$ cat src/rtl/fb_write_arbiter.sv
// fb_write_arbiter: round-robin framebuffer write arbiter with a full-frame clear engine
module fb_write_arbiter #(
  parameter int H_MAX = 640,
  parameter int V_MAX = 480,
  parameter int BLANK_ONLY = 1
) (
  input  logic        clk,
  input  logic        rst,
  input  logic        blank_n,
  input  logic        req0_valid,
  input  logic [18:0] req0_addr,
  input  logic [23:0] req0_data,
  output logic        req0_ready,
  input  logic        req1_valid,
  input  logic [18:0] req1_addr,
  input  logic [23:0] req1_data,
  output logic        req1_ready,
  input  logic        clr_start,
  input  logic [23:0] clr_color,
  output logic        clr_busy,
  output logic        clr_done,
  output logic        mem_we,
  output logic [18:0] mem_waddr,
  output logic [23:0] mem_wdata
);
  typedef enum logic [1:0] {IDLE, CLEAR, DONE} state_t;
  localparam logic [9:0] H_LAST = 10'(H_MAX - 1);
  localparam logic [8:0] V_LAST = 9'(V_MAX - 1);
  state_t state, state_nx;
  logic win, prio, grant, acc0, acc1, issue, in_idle, h_wrap, last;
  logic [9:0] h;
  logic [8:0] v;
  logic [23:0] color;
  assign win = (BLANK_ONLY == 0) | ~blank_n;
  assign grant = (req0_valid ^ req1_valid) ? req1_valid : prio;
  assign acc0 = req0_ready & req0_valid;
  assign acc1 = req1_ready & req1_valid;
  assign h_wrap = h == H_LAST;
  assign last = h_wrap & (v == V_LAST);
  // state register
  always_ff @(posedge clk)
    state <= !rst ? IDLE : state_nx;
  // next state: a clear runs until its final pixel write, then one DONE cycle
  always_comb
    state_nx = state == IDLE  ? (clr_start ? CLEAR : IDLE) :
               state == CLEAR ? (issue & last ? DONE : CLEAR) : IDLE;
  // outputs: requesters only see ready while idle inside the write window
  always_comb begin
    in_idle = state == IDLE;
    req0_ready = rst & in_idle & win & ~grant;
    req1_ready = rst & in_idle & win & grant;
    issue = (state == CLEAR) & win;
    clr_busy = !in_idle;
    clr_done = state == DONE;
  end
  // clear sweep position and latched fill colour
  always_ff @(posedge clk)
    if (!rst) begin
      h <= '0;
      v <= '0;
      color <= '0;
    end else if (in_idle & clr_start) begin
      h <= '0;
      v <= '0;
      color <= clr_color;
    end else if (issue) begin
      h <= h_wrap ? '0 : h + 10'd1;
      v <= h_wrap ? (v == V_LAST ? '0 : v + 9'd1) : v;
    end
  // round-robin pointer: favour the requester not served by the last accepted transfer
  always_ff @(posedge clk)
    if (!rst) prio <= 1'b0;
    else if (acc0 | acc1) prio <= acc0;
  // registered write port; address and data hold between strobes
  always_ff @(posedge clk)
    if (!rst) begin
      mem_we <= 1'b0;
      mem_waddr <= '0;
      mem_wdata <= '0;
    end else begin
      mem_we <= acc0 | acc1 | issue;
      if (acc0 | acc1) begin
        mem_waddr <= acc1 ? req1_addr : req0_addr;
        mem_wdata <= acc1 ? req1_data : req0_data;
      end else if (issue) begin
        mem_waddr <= {h, v};
        mem_wdata <= color;
      end
    end
endmodule

$ cat config.mk
export PLATFORM = sky130hd
export DESIGN_NAME = fb_write_arbiter
export DESIGN_NICKNAME = d
export VERILOG_FILES = /design/src/rtl/fb_write_arbiter.sv
export SDC_FILE = /design/constraint.sdc
export NUM_CORES = 1
export LEC_CHECK = 0
export CAP_MARGIN = 20
export CORE_MARGIN = 4
export CORE_UTILIZATION = 40
export CTS_BUF_LIST = sky130_fd_sc_hd__clkbuf_4
export DETAILED_ROUTE_END_ITERATION = 8
export GPL_ROUTABILITY_DRIVEN = 0
export PLACE_DENSITY = 0.79
export SYNTH_ARGS = -nofsm -noshare
export SYNTH_HDL_FRONTEND = slang
export SYNTH_SLANG_ARGS = --single-unit
$ cat constraint.sdc
create_clock -name clk -period 2.6 [get_ports clk]
set_clock_uncertainty 0.1 [all_clocks]
set_input_delay 0.26 -clock clk [delete_from_list [all_inputs] [get_ports clk]]
set_output_delay 0.26 -clock clk [all_outputs]
set_load 0.02 [all_outputs]
* Yosys cells after proc, flatten, opt, wreduce, memory -nomap -nowiden
Index checks and enable logic that the tools add are counted.
** Cells by class
- $add $sub $neg :: 2
- Eq/ne operators :: 4
- Muxes and demuxes :: 13
- Bitwise gates (word level) :: 16
- Reductions and logical operators :: 5
** Operators with widths (number)
- $mux W24 :: 3
- $mux W19 :: 3
- $add A10 B1 Y10 const B :: 1
- $and A1 B1 Y1 :: 10
- $eq A10 B10 Y1 const B :: 1
- $mux W10 :: 1
- $add A9 B1 Y9 const B :: 1
- $eq A9 B9 Y1 const B :: 1
- $mux W9 :: 1
- $mux W2 :: 3
- $not A1 Y1 :: 3
- $eq A2 B1 Y1 const B :: 1
- $eq A2 B2 Y1 const B :: 1
- $logic_not A2 Y1 :: 1
- $mux W1 :: 2
- $or A1 B1 Y1 :: 2
- $reduce_and A2 Y1 :: 1
- $reduce_bool A2 Y1 :: 1
- $reduce_or A2 Y1 :: 1
- $logic_not A1 Y1 :: 1
- $xor A1 B1 Y1 :: 1
** Word-level totals
- Register bits :: 90
- Input port bits :: 116
- Output and inout port bits :: 48
- Logic and storage cells :: 48

* Depth between registers and ports, before layout
- Word-level depth :: 7
- Gate-level depth with buffers :: 7
- Depth with buffers taken out :: 5

* Worst setup path before layout
No wires, ideal clock.
- Path type :: register to register
- Start point :: reg state[0]
- End point :: reg v[8]
- Setup time :: 71 ps
- Arrival time :: 1986 ps
- Data required time :: 2429 ps
- Setup slack :: 443 ps
- Cell stages (with the launch flop) :: 6
- Path buffers :: 1
- Clock period less this slack :: 2157 ps
- Path through :: dfxtp_1 -> or3b_1 -> or4_1 -> buf_2 -> or4_1 -> a21oi_1
** On the way
- Longest elaborated chain between the ends :: 3
- Elaborated cells between the ends (all ways) :: 6
- Those cells by class :: eq/ne: 1; bitwise: 2; reduce/logical: 3
** Ends and longest elaborated chain
- from (decl) :: RTL line 29 : state_t state, state_nx;
- from (signal assigned) :: RTL line 42 : state <= !rst ? IDLE : state_nx;
- $eq A2 B1 Y1 / $logic_not A2 Y1 (equally long branches) :: RTL line 52, 49
- $and A1 B1 Y1 (on tied branches) :: RTL line 52, 62
- $reduce_and A2 Y1 (no line) / $reduce_or A2 Y1 (equally long branches)
- to (signal assigned) :: RTL line 68 : v <= h_wrap ? (v == V_LAST ? '0 : v + 9'd1) : v;
- to (decl) :: RTL line 32 : logic [8:0] v;
Parallel ways exist; a longest one is shown, timed or not.
A chain may end at the register's enable or synchronous reset.

* Worst setup path after layout
- Start point :: reg h[0]
- End point :: reg v[8]
** On the way
- Longest elaborated chain between the ends :: 2
** Ends and longest elaborated chain
- from (decl) :: RTL line 31 : logic [9:0] h;
- from (signal assigned) :: RTL line 67 : h <= h_wrap ? '0 : h + 10'd1;
- $eq A10 B10 Y1 :: RTL line 38 : assign h_wrap = h == H_LAST;
- $reduce_and A2 Y1 (no line)
Every way passes these cells.

==> impl_metrics.ini <==
[status]
outcome = finished, final reports clean

[power_and_ir_drop]
ir_drop_v = 0.000234
pwr-share-clk = 0.285
pwr-share-seq = 0.486
power.switching_w = 0.000830
power.leakage_nw = 2.43
p_comb_frac = 0.229
p_sw_frac = 0.269
power_density_nw_per_um2 = 488
power.internal_w = 0.00226

[logic_synthesis]
synth.largest_area_cell = dfxtp_1
synthAdderAreaFrac = 0.00815
synthMuxAreaShare = 0.00495
synth_compound_area_frac = 0.315
ys_seq_area_frac = 0.419
synth_xor_area_frac = 0.0143
ys_warn_count = 0
synthSimpleGateAreaFrac = 0.189
syn_area_um2 = 4300
ys_seq_elements = 90
yosys.area.top_type_share = 0.419
syn_nets = 640
avgSynthCellArea_um2 = 8.24
synth-edff-count = 0
synth_top_family_by_area = compound AO/OA/AOI/OAI gates
async_flop_share = 0
synthCells = 522
synthFlopType = dfxtp_1
synth_area_leaders = dfxtp_1 (42%), a32oi_1 (8.6%), o21ai_0 (6.1%), nand2_1 (5.5%), a21boi_0 (4.4%)
yosysUniqueCellTypes = 47

[die]
rows = 37
chipWidth_um = 112
die_y_um = 112
start_util = 0.413
pin_count = 164
core_area_um2 = 10400
die_area_um2 = 12500

[global_route]
grt-ovfl-total = 0
antenna_found_initial = 1
grt_pass1_vias = 4457
gr-usage-all-layers = 0.217
grt_max_degree = 50
use_met2 = 0.349
grt_pass1_wl_um = 22400
grt.busiest_layer = met2
use_met1 = 0.280
use_met3 = 0.0462

[sta]
setup_viol = 0
fin_crit_ns = 2.45
final.period_utilization = 0.941
slew_headroom = 0.684
rsz0062_at_grt = no
max_freq_ghz = 0.409
fin_ws_ns = 0.155
slew_viol_final = 0
tightest_slew_ns = 0.474
timing_hold_violations_final = 0

[placement]
port_buffers = 163
placed_cells = 799
place_ws_ns = -0.00424
hpwl_um = 10000

[critical_path]
r2r_slack_ns = 0.15
max_stage_delay_ns = 0.70
worstPathCellList = ha_1, nand4_1, or4_1, or4_1, a21oi_1
rr_startpoint = h[0]
worstPathRequired_ns = 2.86
endpoint = v[8]
crit_top_cell = or4_1
cp_max_fo = 11
crit_buf_inv = 0
crit_cells = 5
endpoint_kind = flip-flop
r2r-end = v[8]
reg2regPathDepth = 5
start_kind = flip-flop
cp_top_family = simple AND/OR/NAND/NOR gates
slowest_stage = or4_1
path_class = reg2reg
worstPathArrival_ns = 2.71
startpoint = h[0]

[clock_tree]
clock-sinks = 90
clock_latency_ns = 0.43
clockBufferDepth = 2
cts_hold_buf = 0
clkTransAtPathRegs_ns = 0.15
cts_max_level = 3
cts_tree = built
cts_setup_buffers = 0
numCtsBuffers = 9
root_buffer = clkbuf_4
post_cts_resized = 2

[detailed_routing]
ant_nets = 0
wl_per_cell_um = 17.0
drc = 0
drtPass1Iterations = 6
viasPerCell = 5.64
routed_wl_um = 13900
drt_iter0_drc = 275
vias = 4600

[cells_and_area]
final_nets = 792
drive_above_1_share = 0.115
stdcell_count = 816
syn_to_final_growth_pct = 47.1

[run]
maxCapViolCount = 0

[min_path]
hold_path_class = in2reg
## area by class of cell
| type | count | area (um2) |
|---|---|---|
| Tap cell | 136 | 170 |
| Clock inverter | 4 | 76.3 |
| Sequential cell | 90 | 1800 |
| Multi-Input combinational cell | 376 | 2320 |
| Antenna cell | 1 | 2.50 |
| Clock buffer | 12 | 90.1 |
| Fill cell | 934 | 4090 |
| Inverter | 8 | 30.0 |
| Timing Repair Buffer | 189 | 1840 |
## cells in the mapped netlist (2+ instances only)
library cell / instances
and3_1: 3
nand4_1: 5
and4_1: 2
dfxtp_1: 90
nor2_1: 33
nor2b_1: 2
nor3_1: 2
a32oi_1: 42
inv_1: 8
o22ai_1: 18
xnor2_1: 5
xor2_1: 2
a21boi_0: 25
a21oi_1: 33
or3_1: 3
and2_1: 4
o21ai_0: 52
or4_1: 4
nand2b_1: 2
nand2_1: 63
nand3_1: 6
clkbuf_1: 47
a31oi_1: 2
o211a_1: 18
nor3b_1: 2
o21ai_1: 2
ha_1: 2
or2_2: 26
## power groups by stage
stage | Clock, W | Combinational, W | Sequential, W
global placement | 0 | 0.000692 | 0.00153
finish | 0.000879 | 0.000708 | 0.00150
floorplan | 0 | 0.000256 | 0.00159
global route | 0.000960 | 0.000763 | 0.00151
detailed placement | 0 | 0.000707 | 0.00153
CTS | 0.000902 | 0.000711 | 0.00150
## stage by stage
stage | util | cell area, um2 | total power (W) | hold slack (ns) | TNS (ns)
floorplan | - | 4300 | 0.00184 | 0.305 | 0
global route | 0.607 | 6330 | 0.00323 | 0.210 | 0
detailed placement | 0.591 | 6160 | 0.00224 | 0.355 | -0.00751
CTS | 0.607 | 6320 | 0.00311 | 0.210 | 0
finish | 0.607 | 6330 | 0.00309 | 0.232 | 0
global placement | 0.591 | 6160 | 0.00222 | 0.348 | 0
## logic make-up (layout without fill, tap and decap cells)
group                    count (synthesis)  after routing
AO/OA/AOI/OAI                          199            199
XOR/XNOR                                 7              7
adder cells (fa/ha/maj)                  3              3
buffers and inverters                   56            213
flip-flops                              90             90
multiplexers                             2              2
other                                    0              1
AND/OR/NAND/NOR                        165            165
## cell usage in the layout (no fill, tap or decap), types with 5 or more instances in the layout
cell / count
a21boi_0: 25
a21oi_1: 33
a32oi_1: 42
buf_4: 24
clkbuf_4: 12
clkdlybuf4s50_1: 159
dfxtp_1: 90
inv_1: 8
nand2_1: 63
nand3_1: 6
nand4_1: 5
nor2_1: 32
o211a_1: 18
o21ai_0: 52
o22ai_1: 18
or2_2: 26
xnor2_1: 5
## worst min-delay path by stage
| stage | start | to | cells after the start |
|---|---|---|---|
| 2_1_floorplan | clr_color[0] | color[0] | 2 |
| 3_3_place_gp | color[1] | color[1] | 2 |
| 3_5_place_dp | color[14] | color[14] | 2 |
| 4_1_cts | rst | mem_waddr[12] | 3 |
| 5_1_grt | rst | mem_waddr[4] | 3 |
| 6_report | rst | mem_waddr[8] | 3 |
## worst reg2reg max path, cell delays in order, from the launching register on
cell and delay (ns):
dfxtp_1 0.45, ha_1 0.23, nand4_1 0.23, or4_1 0.70, or4_1 0.52, a21oi_1 0.14
## state kept, by name (all words and copies together), names as in the netlist
name and flops:
color 24, h 10, mem_waddr 19, mem_wdata 24, mem_we 1, prio 1, state 2, v 9
## routing by layer
| layer | wire [um] | part of all wire | up-vias |
|---|---|---|---|
| li1 | - | - | 2215 |
| met1 | 5970 | 0.43 | 2139 |
| met2 | 6410 | 0.46 | 210 |
| met3 | 1030 | 0.074 | 36 |
| met4 | 492 | 0.035 | 0 |
| met5 | 0 | 0 | - |
No activity file was read; power rests on OpenSTA's default activity.
